## config.mk

```make
export PLATFORM = sky130hd
export DESIGN_NAME = flasher_sequencer
export DESIGN_NICKNAME = d
export VERILOG_FILES = /design/src/rtl/flasher_sequencer.sv
export SDC_FILE = /design/constraint.sdc
export NUM_CORES = 1
export LEC_CHECK = 0
export ABC_CLOCK_PERIOD_IN_PS = 4350
export CORE_ASPECT_RATIO = 0.9
export CORE_MARGIN = 3
export CORE_UTILIZATION = 53
export CTS_CLUSTER_DIAMETER = 30
export DETAILED_ROUTE_END_ITERATION = 8
export PLACE_DENSITY_LB_ADDON = 0.12
export RECOVER_POWER = 50
export SKIP_LAST_GASP = 1
export SLEW_MARGIN = 20
export SYNTH_ARGS = -nofsm -noshare
export SYNTH_HDL_FRONTEND = slang
export SYNTH_SLANG_ARGS = --single-unit
```

## constraint.sdc

```tcl
create_clock -name clk -period 4.35 [get_ports clk]
set_clock_uncertainty 0.05 [all_clocks]
set_input_delay 0.6525 -clock clk [delete_from_list [all_inputs] [get_ports clk]]
set_output_delay 0.6525 -clock clk [all_outputs]
set_load 0.1 [all_outputs]
```

## src/rtl/flasher_sequencer.sv

```systemverilog
// Bound-flasher bar sequencer: walks a 16-LED level through a rewritable table
// of up/down phase targets, with a synchronized flick button for start and kick-back.
module flasher_sequencer #(
  parameter int LED_W     = 16,
  parameter int LVL_W     = 5,
  parameter int NUM_PHASE = 6,
  parameter int KICK_A    = 0,
  parameter int KICK_B    = 6
) (
  input  logic             clk,
  input  logic             reset,
  input  logic             flick,
  input  logic             step_en,
  input  logic             cfg_we,
  input  logic [2:0]       cfg_addr,
  input  logic [LVL_W-1:0] cfg_data,
  output logic [LED_W-1:0] LED,
  output logic [LVL_W-1:0] led_level,
  output logic [1:0]       current_state,
  output logic [2:0]       current_index,
  output logic             busy,
  output logic             done,
  output logic             kick
);

  typedef enum logic [1:0] {
    IDLE    = 2'b00,
    GO_UP   = 2'b01,
    GO_DOWN = 2'b10
  } state_e;

  localparam logic [LVL_W-1:0] LVL_MAX   = LVL_W'(LED_W);
  localparam logic [LVL_W-1:0] LVL_KA    = LVL_W'(KICK_A);
  localparam logic [LVL_W-1:0] LVL_KB    = LVL_W'(KICK_B);
  localparam logic [2:0]       LAST_IDX  = 3'(NUM_PHASE - 1);
  localparam logic [3:0]       PHASE_CNT = 4'(NUM_PHASE);

  function automatic logic [LVL_W-1:0] default_target(input int idx);
    case (idx)
      0:       return LVL_W'(16);
      1:       return LVL_W'(6);
      2:       return LVL_W'(11);
      3:       return LVL_W'(0);
      4:       return LVL_W'(6);
      default: return '0;
    endcase
  endfunction

  // Flick synchronizer; the third stage only remembers the previous sample for edge detect.
  logic sync1_q, sync2_q, sync3_q;
  logic fev;

  always_ff @(posedge clk or posedge reset) begin
    if (reset) begin
      sync1_q <= 1'b0;
      sync2_q <= 1'b0;
      sync3_q <= 1'b0;
    end else begin
      sync1_q <= flick;
      sync2_q <= sync1_q;
      sync3_q <= sync2_q;
    end
  end

  assign fev = sync2_q & ~sync3_q;

  state_e           state_q;
  logic [2:0]       index_q;
  logic [LVL_W-1:0] level_q;
  logic             done_q, kick_q;

  // Phase table: one register per entry so reset can restore the defaults.
  logic [NUM_PHASE-1:0][LVL_W-1:0] table_w;
  logic [LVL_W-1:0]                cfg_lvl_d;
  logic                            cfg_ok;

  assign cfg_lvl_d = (cfg_data > LVL_MAX) ? LVL_MAX : cfg_data;
  assign cfg_ok    = cfg_we && (state_q == IDLE) && ({1'b0, cfg_addr} < PHASE_CNT);

  genvar gi;
  generate
    for (gi = 0; gi < NUM_PHASE; gi++) begin : g_table
      logic [LVL_W-1:0] entry_q;
      always_ff @(posedge clk or posedge reset) begin
        if (reset) begin
          entry_q <= default_target(gi);
        end else if (cfg_ok && (cfg_addr == 3'(gi))) begin
          entry_q <= cfg_lvl_d;
        end
      end
      assign table_w[gi] = entry_q;
    end
  endgenerate

  logic [LVL_W-1:0] tgt;
  logic             at_kick;

  assign tgt     = ({1'b0, index_q} < PHASE_CNT) ? table_w[index_q] : '0;
  assign at_kick = (level_q == LVL_KA) || (level_q == LVL_KB);

  always_ff @(posedge clk or posedge reset) begin
    if (reset) begin
      state_q <= IDLE;
      index_q <= '0;
      level_q <= '0;
      done_q  <= 1'b0;
      kick_q  <= 1'b0;
    end else begin
      done_q <= 1'b0;
      kick_q <= 1'b0;
      case (state_q)
        IDLE: begin
          if (fev) begin
            state_q <= GO_UP;
            index_q <= '0;
            level_q <= '0;
          end
        end
        GO_UP, GO_DOWN: begin
          // A kick-back swallows any step that lands in the same cycle.
          if ((state_q == GO_DOWN) && fev && at_kick) begin
            state_q <= GO_UP;
            index_q <= index_q - 3'd1;
            kick_q  <= 1'b1;
          end else if (step_en) begin
            if ((state_q == GO_UP) && (level_q < tgt) && (level_q < LVL_MAX)) begin
              level_q <= level_q + LVL_W'(1);
            end else if ((state_q == GO_DOWN) && (level_q > tgt)) begin
              level_q <= level_q - LVL_W'(1);
            end else if (index_q == LAST_IDX) begin
              state_q <= IDLE;
              index_q <= '0;
              level_q <= '0;
              done_q  <= 1'b1;
            end else begin
              // Next index is even (up phase) exactly when the current one is odd.
              index_q <= index_q + 3'd1;
              state_q <= index_q[0] ? GO_UP : GO_DOWN;
            end
          end
        end
        default: state_q <= IDLE;
      endcase
    end
  end

  generate
    for (gi = 0; gi < LED_W; gi++) begin : g_led
      assign LED[gi] = (level_q > LVL_W'(gi));
    end
  endgenerate

  assign led_level     = level_q;
  assign current_state = state_q;
  assign current_index = index_q;
  assign busy          = (state_q != IDLE);
  assign done          = done_q;
  assign kick          = kick_q;

endmodule

```

* Yosys cells after proc, flatten, opt, wreduce, memory -nomap -nowiden *
Index checks and enable logic that the tools add are counted.
W data, S select, Z words.

storage, ports and cells
  flip-flop bits (word level) = 45
  bits of input ports = 13
  output and inout port bits = 29
  logic and storage cells = 116

cells by class
  add/sub/neg operators = 4
  order comparisons = 23
  eq/ne operators = 16
  mux-type cells = 34
  bitwise operators = 2
  reductions and logical operators = 23

operator list
  operator               number
  $mux W5                9
  $gt A5 B4 Y1 const B   8
  $gt A5 B3 Y1 const B   4
  $mux W3                6
  $bmux W5 S3            1
  $mux W2                7
  $logic_and A1 B1 Y1    13
  $gt A5 B1 Y1 const B   2
  $gt A5 B2 Y1 const B   2
  $pmux W5 S2            1
  $reduce_and A5 Y1      2
  $eq A3 B3 Y1 const B   3
  $ne A3 B3 Y1 const B   3
  $mux W1                8
  $eq A3 B2 Y1 const B   2
  $lt A3 B3 Y1 const B   2
  $ne A2 B2 Y1 const B   3
  $pmux W3 S2            1
  $add A5 B1 Y5 const B  1
  $eq A5 B3 Y1 const B   1
  $gt A5 B5 Y1           1
  $gt A5 B5 Y1 const B   1
  $logic_not A5 Y1       1
  $lt A5 B5 Y1           1
  18 further kinds       19

* Logic depth before layout (Yosys ltp) *
Gate-level depths: netlist of the first run.

  word-level depth = 10
  mapped depth = 11
  mapped depth without buffers = 10

* Worst setup path before layout of the first run *
No wires, ideal clock.

  path type = register to output
  start = register level_q[2] (netlist: led_level[2])
  end = output LED[15]
  arrival time = 5.055 ns
  required time = 3.648 ns
  slack = -1.408 ns
  stages on the path, launching flop included = 5
  buffers on the path = 1
  cell sequence = dfrtp_1 clkbuf_1 nand3_1 o21ai_0 nor2b_1

on the way
  cells in the longest elaborated chain, start to end = 1

RTL lines
  item                    RTL line  source
  start, declared         69        logic [LVL_W-1:0] level_q;
  start signal, assigned  127       level_q <= level_q + LVL_W'(1);
  start signal, assigned  129       level_q <= level_q - LVL_W'(1);
  $gt A5 B4 Y1            149       assign LED[gi] = (level_q > LVL_W'(gi));
  end, declared           17        output logic [LED_W-1:0] LED,

Every way passes these cells.

* Worst setup path in the final report of the first run *
  start = register index_q[0] (netlist: current_index[0])
  end = register index_q[2] (netlist: current_index[2])

on the way
  cells in the longest elaborated chain, start to end = 8
  elaborated cells on any way between the ends = 21
  classes of those cells = add/sub (2); order compare (3); eq/ne (3); mux (9); reduce/logical (4)

RTL lines
  item                                RTL line  source
  start, declared                     68        logic [2:0] index_q;
  start signal, assigned              123       index_q <= index_q - 3'd1;
  start signal, assigned              137       index_q <= index_q + 3'd1;
  $bmux W5 S3                         98        assign tgt = ({1'b0, index_q} < PHASE_CNT) ? table_w[index_q] : '0;
  $mux W5 (not written as such)       98
  $mux W5                             98
  $lt A5 B5 Y1                        126       if ((state_q == GO_UP) && (level_q < tgt) && (level_q < LVL_MAX)) begin
  $logic_and A1 B1 Y1 (2 in a row)    126
  $ne A3 B3 Y1 (no source line)       n/a
  $reduce_and A5 Y1 (no source line)  n/a

Parallel ways exist; a longest one is shown, timed or not. The select of a mux whose other input is x is not followed.
A chain may end at the register's enable or synchronous reset.

==> results.cfg, run 1 <==
[run_status]
status = finished with violations
violations = max-capacitance violations, max-slew violations

[sta]
fin_crit_sh_pct = 81.07
slew_headroom_pct = -57.04
clock.fmax_ghz = 0.2836
rsz0062_at_grt = no
tightest_slew_ps = 2356
slew_viol_final = 46
timing.final.crit_period_ps = 3526
setup_violations = 0
finalHoldWorstSlack_ps = 306.5
finalHoldViolCount = 0

[synth]
ys.flop_type = dfrtp_1
yosys.area.top_type_share_pct = 34.84
ys_warn_count = 0
syn-num-nets = 289
synth.cell_area_sq_mm = 0.002658
synth_edf_count = 0
synthTopCellsByArea = dfrtp_1 35%, ha_1 8.5%, dfstp_2 7.9%
synth_common_cells = 37 x dfrtp_1, 33 x nand2_1, 32 x o21ai_0, 18 x ha_1, 18 x mux2_2
synth.avg_cell_area_sq_um = 10.30
synth_most_common_cell = dfrtp_1
ys_types = 43
ys_ff_latch = 45
synth_area_leader_cell = dfrtp_1
ys_seq_area_share_pct = 42.75
ys_async_sr_fraction_pct = 100.0
postSynthCellCount = 258

[drt]
drtIter0Drc = 130
final_antenna_net_count = 0
drtPass1Iterations = 4
wl_um = 5860
drc = 0
post_drt_via_cell_ratio = 5.702
routedWlPerCell_um = 16.14
num_vias = 2070

[cts]
h-tree-depth = 2
root_buffer = clkbuf_8
cts_buffers = 5
clock_sinks = 45
postCtsSetupBuffers = 0
clock_path_buffers = 2
clkTransAtPathRegs_ps = 80
holdBufCountCts = 0
worstSkewPairLatency_ps = 300
cts_resized = 0
tritoncts = done

[layout]
nNetsFinal = 331
utilization_pct = 69.57
layout-drive-gt1-share_pct = 16.28
antenna_cells = 0
fin_cells = 363
area_growth_pct = 21.28
final_area_sq_mm = 0.003223

[job]
cap_viol_max_count = 1

[critical_path]
cp.arrival_ps = 3660
required_ps = 4480
path_max_fanout = 16
reg2reg_depth = 10
worst-r2r-setup-slack_ps = 820
setup.worst_path.end_class = flop
cp-start-kind = flop
timing.rr.start = current_index[0]$_DFFE_PP0P_
crit_type = flop to flop
r2r_end = current_index[2]$_DFFE_PP0P_

[hold_path]
hp-start = sync1_q$_DFF_PP0_
worstHoldEndpoint = sync2_q$_DFF_PP0_
holdCritPathClass = flop to flop
holdPathStages = 0

[grt]
grt_pass1_wl_um = 9791
grt_util_all_layers_pct = 21.98
grt_pass1_vias = 2067
grt_overflow_total = 0
grt_max_degree = 46
antenna_found_initial = 0

[floorplanning]
core_area_sq_mm = 0.004633
dieArea_sq_mm = 0.005901
rows = 23
die_w_um = 80.64
initial_core_util_pct = 57.36
fp.dieH_um = 73.18
pin_count = 42

[placed_design]
io_buffers = 41
dpl-instance-area_sq_mm = 0.003128
dp_cells = 355
gp_congestion = 0.8813
hpwl_um = 4329
-- layout make-up --
cell class,count,area [sq um]
clock inverter,1,30.03
clock buffer,7,86.33
multi-input combinational,191,1428
tap,62,77.57
sequential,45,1136
timing repair buffer,42,409.1
fill,365,1410
inverter,15,56.30
-- per-layer routing --
layer	routed length, um	track usage (%)	vias to the layer above
li1	-	-	1010
met1	2850	30.66	997
met2	2663	33.64	51
met3	249	4.568	12
met4	97	8.818	0
met5	0	0	-
-- kinds of logic (layout without fill, tap and decap cells) --
kind of cell	count (synthesis)	count (layout)	synth area share [%]
AND/OR/NAND/NOR	78	78	14.45
AO/OA/AOI/OAI	61	61	14.88
flip-flops	45	45	42.75
multiplexers	33	33	15.82
buffers and inverters	22	65	3.296
adder cells (fa/ha/maj)	18	18	8.475
XOR/XNOR	1	1	0.3296
-- how the worst max path moves through the flow --
stage                                       startpoint                           end  slack (ps)
after floorplan               led_level[1]$_DFFE_PP0P_                        LED[1]         -30
after global placement    current_index[0]$_DFFE_PP0P_  current_index[2]$_DFFE_PP0P_         900
after detailed placement  current_index[0]$_DFFE_PP0P_  current_index[2]$_DFFE_PP0P_         820
after CTS                 current_index[0]$_DFFE_PP0P_  current_index[2]$_DFFE_PP0P_         820
after global routing      current_index[0]$_DFFE_PP0P_  current_index[2]$_DFFE_PP0P_         580
final                     current_index[0]$_DFFE_PP0P_  current_index[2]$_DFFE_PP0P_         820
-- critical path: stages, from the launching register on --
cell	delay (ps)
dfrtp_1	810
mux4_2	580
nand2_1	70
o31a_1	150
ha_1	260
a21oi_1	180
o221ai_2	120
nand3b_4	240
a311o_1	470
and2_4	210
mux2_4	290
-- layout by cell type, fill, tap and decap left out, types with 2 or more instances in the layout --
cell and count:
dfrtp_1 37, clkdlybuf4s50_1 37, nand2_1 33, o21ai_0 30
mux2_2 18, ha_1 18, nor2_1 12, inv_1 12
a21oi_1 10, mux2i_1 9, dfstp_2 8, nor2b_1 6
nand3_1 6, clkbuf_8 6, nand2b_1 5, mux4_2 5
o31a_1 4, or3_1 3, nor3_1 3, o211ai_1 2
clkinv_1 2, a311o_1 2, nor4_1 2, and3_1 2
clkbuf_1 2, dlygate4sd3_1 2, buf_4 2
-- through the flow --
stage / TNS (ps) / worst slack [ps]
2_1_floorplan: -59.52 / -29.76
3_3_place_gp: 0 / 896.2
3_5_place_dp: 0 / 816.8
4_1_cts: 0 / 818.7
5_1_grt: 0 / 584.0
6_report: 0 / 823.6
-- registers in the layout (all words and copies together) (netlist names) --
register and cells:
g_table.entry_q 30, led_level 5, current_index 3, current_state 2, done 1, kick 1, sync1_q 1, sync2_q 1
sync3_q 1
Power of run 1 is left out: the tool's default activity adds up to more than one toggle a clock period on the data nets, which glitch-free logic cannot reach.
==> run 2: changes to the inputs <==
--- a/config.mk
+++ b/config.mk
@@ -5,7 +5,7 @@
 export SDC_FILE = /design/constraint.sdc
 export NUM_CORES = 1
 export LEC_CHECK = 0
-export ABC_CLOCK_PERIOD_IN_PS = 4350
+export ABC_CLOCK_PERIOD_IN_PS = 3300
 export CORE_ASPECT_RATIO = 0.9
 export CORE_MARGIN = 3
 export CORE_UTILIZATION = 53
==> constraint.sdc (replaced) <==
create_clock -name clk -period 3.3 [get_ports clk]
set_clock_uncertainty 0.05 [all_clocks]
set_input_delay 0.495 -clock clk [delete_from_list [all_inputs] [get_ports clk]]
set_output_delay 0.495 -clock clk [all_outputs]
set_load 0.1 [all_outputs]
==> run 2 against run 1 <==
- the run now ends clean
- utilization down 0.49 points
- non-clock buffer count is 5 higher
- critical path depth grew 1
- maximum frequency rose by 14%
- cell area decreased by 0.70%
- clock-buffer cell count did not move
- worst setup slack worse by 610 ps
- critical path type unchanged
- critical endpoint unchanged
==> results.cfg, run 2 (same netlist as run 1, synthesis figures left out) <==
[floorplanning]
pin_count = 42
initial_core_util_pct = 57.36
die_w_um = 80.64
core_area_sq_mm = 0.004633
fp.dieH_um = 73.18
rows = 23
dieArea_sq_mm = 0.005901

[drt]
post_drt_via_cell_ratio = 5.663
drc = 0
routedWlPerCell_um = 16.38
wl_um = 6026
drtIter0Drc = 107
num_vias = 2084
drtPass1Iterations = 4
final_antenna_net_count = 0

[critical_path]
path_cells = buf_4 -> mux4_2 -> nand2_1 -> o31a_1 -> ha_1 -> nand4_1 -> o221ai_2 -> o211ai_1 -> a311o_1 -> and2_4 -> mux2_4
crit_type = flop to flop
critPathTopFamily = compound AO/OA/AOI/OAI gates
worst-r2r-setup-slack_ps = 220
setup.worst_path.end_class = flop
cpMaxStageDelayCell = dfrtp_4
timing.rr.start = current_index[0]$_DFFE_PP0P_
max_stage_delay_ps = 540
cp.arrival_ps = 3220
reg2reg_depth = 11
crit_buf_inv = 1
r2r_end = current_index[2]$_DFFE_PP0P_
cp-start-kind = flop
required_ps = 3440
path_max_fanout = 7

[grt]
grt_util_all_layers_pct = 22.28
grt_pass1_vias = 2011
antenna_found_initial = 0
grt_max_degree = 46
grt_pass1_wl_um = 10020
grt_overflow_total = 0

[layout]
fillCellCount = 370
largest_reg_flops = 30
nNetsFinal = 336
layout-drive-gt1-share_pct = 26.14
antenna_cells = 0
multi_input_area_sq_mm = 0.001473
seq_area_sq_mm = 0.001145
layout_common_cells = 34 x dfrtp_1, 33 x nand2_1, 24 x o21ai_0, 22 x buf_4
mostFrequentLayoutCell = dfrtp_1
top_register = g_table.entry_q
area_growth_pct = 20.43
final_area_sq_mm = 0.003201

[hold_path]
holdCritPathClass = flop to flop
worstHoldEndpoint = sync2_q$_DFF_PP0_
hp-start = sync1_q$_DFF_PP0_
holdPathStages = 0

[cts]
clock_path_buffers = 2
clkTransAtPathRegs_ps = 80
root_buffer = clkbuf_8
cts_buffers = 5
h-tree-depth = 2
holdBufCountCts = 0
clock_sinks = 45
tritoncts = done
worstSkewPairLatency_ps = 300

[sta]
setup_violations = 0
tightest_slew_ps = 1208
finalHoldViolCount = 0
fin_crit_sh_pct = 93.42
slew_viol_final = 0
slew_headroom_pct = 19.81
fin_ws_ps = 217.0
finalHoldWorstSlack_ps = 324.0
timing.final.crit_period_ps = 3083
rsz0062_at_grt = no
tns_ps = 0
clock.fmax_ghz = 0.3244

[placed_design]
hpwl_um = 4608
io_buffers = 41
preCtsSetupSlack_ps = 154.6
dpl-instance-area_sq_mm = 0.003124
gp_congestion = 0.9063

[job]
cap_viol_max_count = 0

[run_status]
status = completed
[run 2: cell types whose count changed in the layout (fill, tap and decap cells not counted), sizes merged]
cell / before / now
clkbuf: 8 / 18
inv: 13 / 14
bufinv: 1 / 0
buf: 2 / 22
clkdlybuf4s50: 37 / 12
[run 2: how the worst max path moves through the flow]
stage / start / end / slack [ps] / depth (start not counted)
5_1_grt: current_index[2]$_DFFE_PP0P_ / current_index[2]$_DFFE_PP0P_ / 40 / 10
3_5_place_dp: current_index[0]$_DFFE_PP0P_ / current_index[2]$_DFFE_PP0P_ / 150 / 10
3_3_place_gp: current_index[0]$_DFFE_PP0P_ / current_index[2]$_DFFE_PP0P_ / 240 / 10
2_1_floorplan: led_level[3]$_DFFE_PP0P_ / LED[15] / -540 / 3
4_1_cts: current_index[0]$_DFFE_PP0P_ / current_index[2]$_DFFE_PP0P_ / 140 / 10
6_report: current_index[0]$_DFFE_PP0P_ / current_index[2]$_DFFE_PP0P_ / 220 / 11
[run 2: layer usage]
layer  up-vias  GRT usage, %  wire length [um]
li1       1019             -                 -
met1      1013         32.27              2756
met2        45         34.74              2951
met3         7         3.704               256
met4         0         6.191                62
met5         -             0                 0
[run 2: repair_timing]
item	4_1_cts	5_1_grt
setup buffers	0	2
setup endpoints to repair	0	1
resized for setup	0	0
[run 2: layout make-up]
type,count,area share (%)
clock buffer,7,3.010
clock inverter,1,0.1564
inverter,15,1.759
multi-input combinational,191,46.01
sequential,45,35.77
tap,62,2.424
timing repair buffer,47,10.87
[run 2: stage by stage]
step                cells  utilization (%)
global route          368            69.08
detailed placement    358            67.43
floorplan             258                -
global placement      358            67.43
finish                368            69.08
CTS                   366            69.62
Power of run 2 is left out for the same reason.
==> RTL edit 1, RTL diff (settings of run 1) <==
Put a register stage on the output `LED`, cleared by the reset. The value now appears one clock later. The other outputs are not delayed to match.
--- a/src/rtl/flasher_sequencer.sv
+++ b/src/rtl/flasher_sequencer.sv
@@ -35,4 +35,6 @@
   localparam logic [2:0]       LAST_IDX  = 3'(NUM_PHASE - 1);
   localparam logic [3:0]       PHASE_CNT = 4'(NUM_PHASE);
+
+  logic [LED_W-1:0] LED_d;
 
   function automatic logic [LVL_W-1:0] default_target(input int idx);
@@ -147,5 +149,5 @@
   generate
     for (gi = 0; gi < LED_W; gi++) begin : g_led
-      assign LED[gi] = (level_q > LVL_W'(gi));
+      assign LED_d[gi] = (level_q > LVL_W'(gi));
     end
   endgenerate
@@ -158,4 +160,12 @@
   assign kick          = kick_q;
 
+  always_ff @(posedge clk or posedge reset) begin
+    if (reset) begin
+      LED <= '0;
+    end else begin
+      LED <= LED_d;
+    end
+  end
+
 endmodule
 
Formal check against the unedited RTL: not equivalent (Yosys sat finds a counterexample within 10 cycles, from zero or initial values and one cycle with reset high).
==> RTL edit 1 against run 1 <==
The run still ends with max-capacitance violations, max-slew violations left; setup slack got worse by 170 ps; synthesized area grew 17%; critical endpoint is now current_index[0]$_DFFE_PP0P_; cell area is 17% higher; worst hold slack worse by 2.4 ps; cell count up 5.8%; synthesized cell count is 2.7% higher; sequential cell count grew 16; routed wire length up 15%; global-route usage shrank 0.45 points; die area is 15% higher.
Power is left out: the tool's default activity adds up to more than one toggle a clock period on the data nets, which glitch-free logic cannot reach.
==> RTL edit 1: results <==
[finish]
drive_above_1_share_pct = 21.45
regMostFlops = g_table.entry_q
diodes = 0
largest_reg_flops = 30
nNetsFinal = 343

[global_route]
antenna_found_initial = 0
grtUsageTotal_pct = 21.53
grt_pass1_vias = 2199
grt_max_degree = 34
grt_pass1_wl_um = 11030

[clock_network]
post_cts_buffers = 0
cts_resized = 0
clk_root_buffer_cell = clkbuf_8
h-tree-depth = 3
clockBufferDepth = 2
insertion_delay_ps = 340
numCtsBuffers = 9
clk_pin_slew_ps = 60

[routing]
drt-total-wl_um = 6754
vias = 2188
dr.pass1.iters = 4
drtIter0Drc = 133

[critical_path]
arrival_ps = 3900
cpPeakStageDelay_ps = 870
r2r_cells = 10
slowest_stage = dfrtp_1
crit_path_start_kind = register
r2r-end = current_index[0]$_DFFE_PP0P_
r2r_setup_slack_ps = 650
r2r_start = current_index[0]$_DFFE_PP0P_
cp_max_fo = 16

[yosys]
synthArstFlopShare_pct = 100.0
synth_commonest_cells = dfrtp_1 (53), mux2_2 (31), nand2_1 (24), ha_1 (18), o21ai_0 (17)
ys_seq_area_share_pct = 49.62
yosys_warnings = 0
synthTopCellsByArea = dfrtp_1 (43%), mux2_2 (11%), ha_1 (7.3%)
synth_fp_nets = 296
synth.distinct_cells = 46

[placement]
postPlaceCellArea_um2 = 3577
hpwlAfterDp_um = 4812
globalplace.congestion = 0.9020
portBuffers = 41
place_ws_ps = 701.0

[hold_path]
min_from = sync1_q$_DFF_PP0_
min_to = sync2_q$_DFF_PP0_
hold_class = reg2reg
whs_path_depth = 0

[status]
status = finished with violations
violations = max-capacitance violations, max-slew violations

[flow_run]
timing.max_cap.violations = 1

[sta]
tightest_slew_ps = 1692
drv_slew = 34
## RTL edit 1: cell types whose count changed in the layout (fill, tap and decap cells not counted), sizes merged, moves of 4 or more
cell    change
mux2       +13
inv         +4
nand2b      -5
clkbuf      +8
dfrtp      +16
o21ai      -13
nand2       -8
## RTL edit 1: layer usage
layer  routed length (µm)  part of all wire, %  GRT usage (%)  vias to the layer above
li1                     -                    -              -                     1053
met1                 3117                   46          29.54                     1059
met2                 3116                   46          32.49                       64
met3                  415                  6.1          6.925                       12
met4                  105                  1.6          6.698                        0
met5                    0                    0              0                        -
## RTL edit 1: worst max-delay path, delay by kind of cell, from the launching register on
family | cells | cell delay (ps)
AO/OA/AOI/OAI | 6 | 1570
flip-flops | 1 | 870
multiplexers | 2 | 790
adder cells (fa/ha/maj) | 1 | 250
AND/OR/NAND/NOR | 1 | 90
## RTL edit 1: metrics by stage
step | hold slack, ps | cells
global placement | 292.9 | 368
CTS | 310.9 | 384
detailed placement | 295.7 | 368
floorplan | 281.2 | 265
global route | 316.9 | 384
finish | 304.1 | 384
## RTL edit 1: layout make-up
| cell class | instances | area [µm²] |
|---|---|---|
| fillers | 419 | 1663 |
| flip-flops and latches | 61 | 1536 |
| multi-input cells | 180 | 1465 |
| repair buffers | 43 | 421.7 |
| clock buffers | 15 | 176.4 |
| well taps | 67 | 83.83 |
| inverters | 17 | 66.31 |
| clock inverters | 1 | 30.03 |
## RTL edit 1: cells by family (layout without fill, tap and decap cells)
kind of cell / count (synthesis) / in the layout / synth area share (%)
buffers and inverters: 24 / 76 / 3.071
multiplexers: 45 / 45 / 17.86
AO/OA/AOI/OAI: 53 / 53 / 12.12
flip-flops: 61 / 61 / 49.62
AND/OR/NAND/NOR: 63 / 63 / 9.778
adder cells (fa/ha/maj): 18 / 18 / 7.273
XOR/XNOR: 1 / 1 / 0.2829
## RTL edit 1: worst max-delay path by stage
| stage | endpoint | slack, ps | depth (start not counted) |
|---|---|---|---|
| final | current_index[0]$_DFFE_PP0P_ | 650 | 10 |
| after global routing | current_state[0]$_DFFE_PP0P_ | 430 | 10 |
| after floorplan | current_state[0]$_DFFE_PP0P_ | 580 | 12 |
| after CTS | current_index[0]$_DFFE_PP0P_ | 660 | 10 |
| after global placement | current_state[0]$_DFFE_PP0P_ | 820 | 10 |
| after detailed placement | current_state[0]$_DFFE_PP0P_ | 700 | 10 |
==> RTL edit 2, RTL diff (settings of run 1) <==
Without the edit above. The parameter `LED_W` goes from 16 to 32.
--- a/src/rtl/flasher_sequencer.sv
+++ b/src/rtl/flasher_sequencer.sv
@@ -2,5 +2,5 @@
 // of up/down phase targets, with a synchronized flick button for start and kick-back.
 module flasher_sequencer #(
-  parameter int LED_W     = 16,
+  parameter int LED_W     = 32,
   parameter int LVL_W     = 5,
   parameter int NUM_PHASE = 6,
Ports: changed (resized LED); port bits go from 42 to 58. No check against the original RTL was run, so the function may have changed too.
==> RTL edit 2 against run 1 <==
Sequential cell count did not move; synthesized area fell by 0.24%; setup slack improved by 19 ps; non-clock buffer count rose by 11; critical endpoint is now LED[21]; synthesized cell count rose by 5.8%; register-to-register slack improved by 340 ps; core utilization rose by 1.3 points; worst hold slack improved by 2.9 ps; routed wire length rose by 0.61%; cell area rose by 1.9%; first-iteration DRC count rose by 70%.
Power is left out: the tool's default activity adds up to more than one toggle a clock period on the data nets, which glitch-free logic cannot reach.
==> RTL edit 2: results <==
[finish]
nNetsFinal = 349
clk_share_pct = 3.620
clkbuf_count = 5
seq_cell_count = 45
area_delta_synth_final_pct = 23.83
num-multi-input-gates = 201
nFillCells = 333

[global_route]
grt_max_degree = 32
grt_pass1_vias = 1990
grt_pass1_wl_um = 9922
use_met3_pct = 4.444
use_met2_pct = 31.80
grtUsageTotal_pct = 21.74
met1_usage_pct = 32.40

[clock_network]
clk_root_buffer_cell = clkbuf_8

[critical_path]
slowest_stage = clkdlybuf4s50_1

[yosys]
synthMuxAreaShare_pct = 9.202
synth_fa_ha_area_share_pct = 7.551
ys_seq_area_share_pct = 42.85
synth_xor_area_share_pct = 0.3303
synth_fp_nets = 302
netlist_area_um2 = 2651
synth.distinct_cells = 44
synth_area_per_cell_um2 = 9.712

[placement]
portBuffers = 52
place_ws_ps = 1212
hpwlAfterDp_um = 4233
postPlaceCellArea_um2 = 3168
globalplace.congestion = 0.8022

[sta]
tightest_slew_ps = 1128
setup_slack_ps = 842.6

[routing]
via_per_inst = 5.554
routedWlPerCell_um = 15.39
drtIter0Drc = 221
met2WireLength_um = 2537
wl_met3_um = 353
drt-met1-wl_um = 2934

[status]
status = finished clean
## RTL edit 2: cell count changes after synthesis, moves of 6 or more
cell,before,now
and2_1,0,19
mux2_2,18,0
nand2_1,33,27
nor2_1,12,24
nor2b_1,7,17
nor3_1,3,10
o21ai_0,32,17
## RTL edit 2: path summary, 6_finish.rpt
| kind | startpoint | endpoint | slack (ps) | cells past startpoint |
|---|---|---|---|---|
| worst max-delay path | led_level[2]$_DFFE_PP0P_ | LED[21] | 840 | 5 |
| worst min-delay path | sync1_q$_DFF_PP0_ | sync2_q$_DFF_PP0_ | 310 | 0 |
| worst max register to register | current_index[0]$_DFFE_PP0P_ | led_level[3]$_DFFE_PP0P_ | 1160 | 9 |
| worst min register to register | sync1_q$_DFF_PP0_ | sync2_q$_DFF_PP0_ | 310 | 0 |
| max in group asynchronous | reset | g_table[2].entry_q[4]$_DFFE_PP0P_ | 1940 | 3 |
| min in group asynchronous | reset | kick$_DFF_PP0_ | 1020 | 2 |
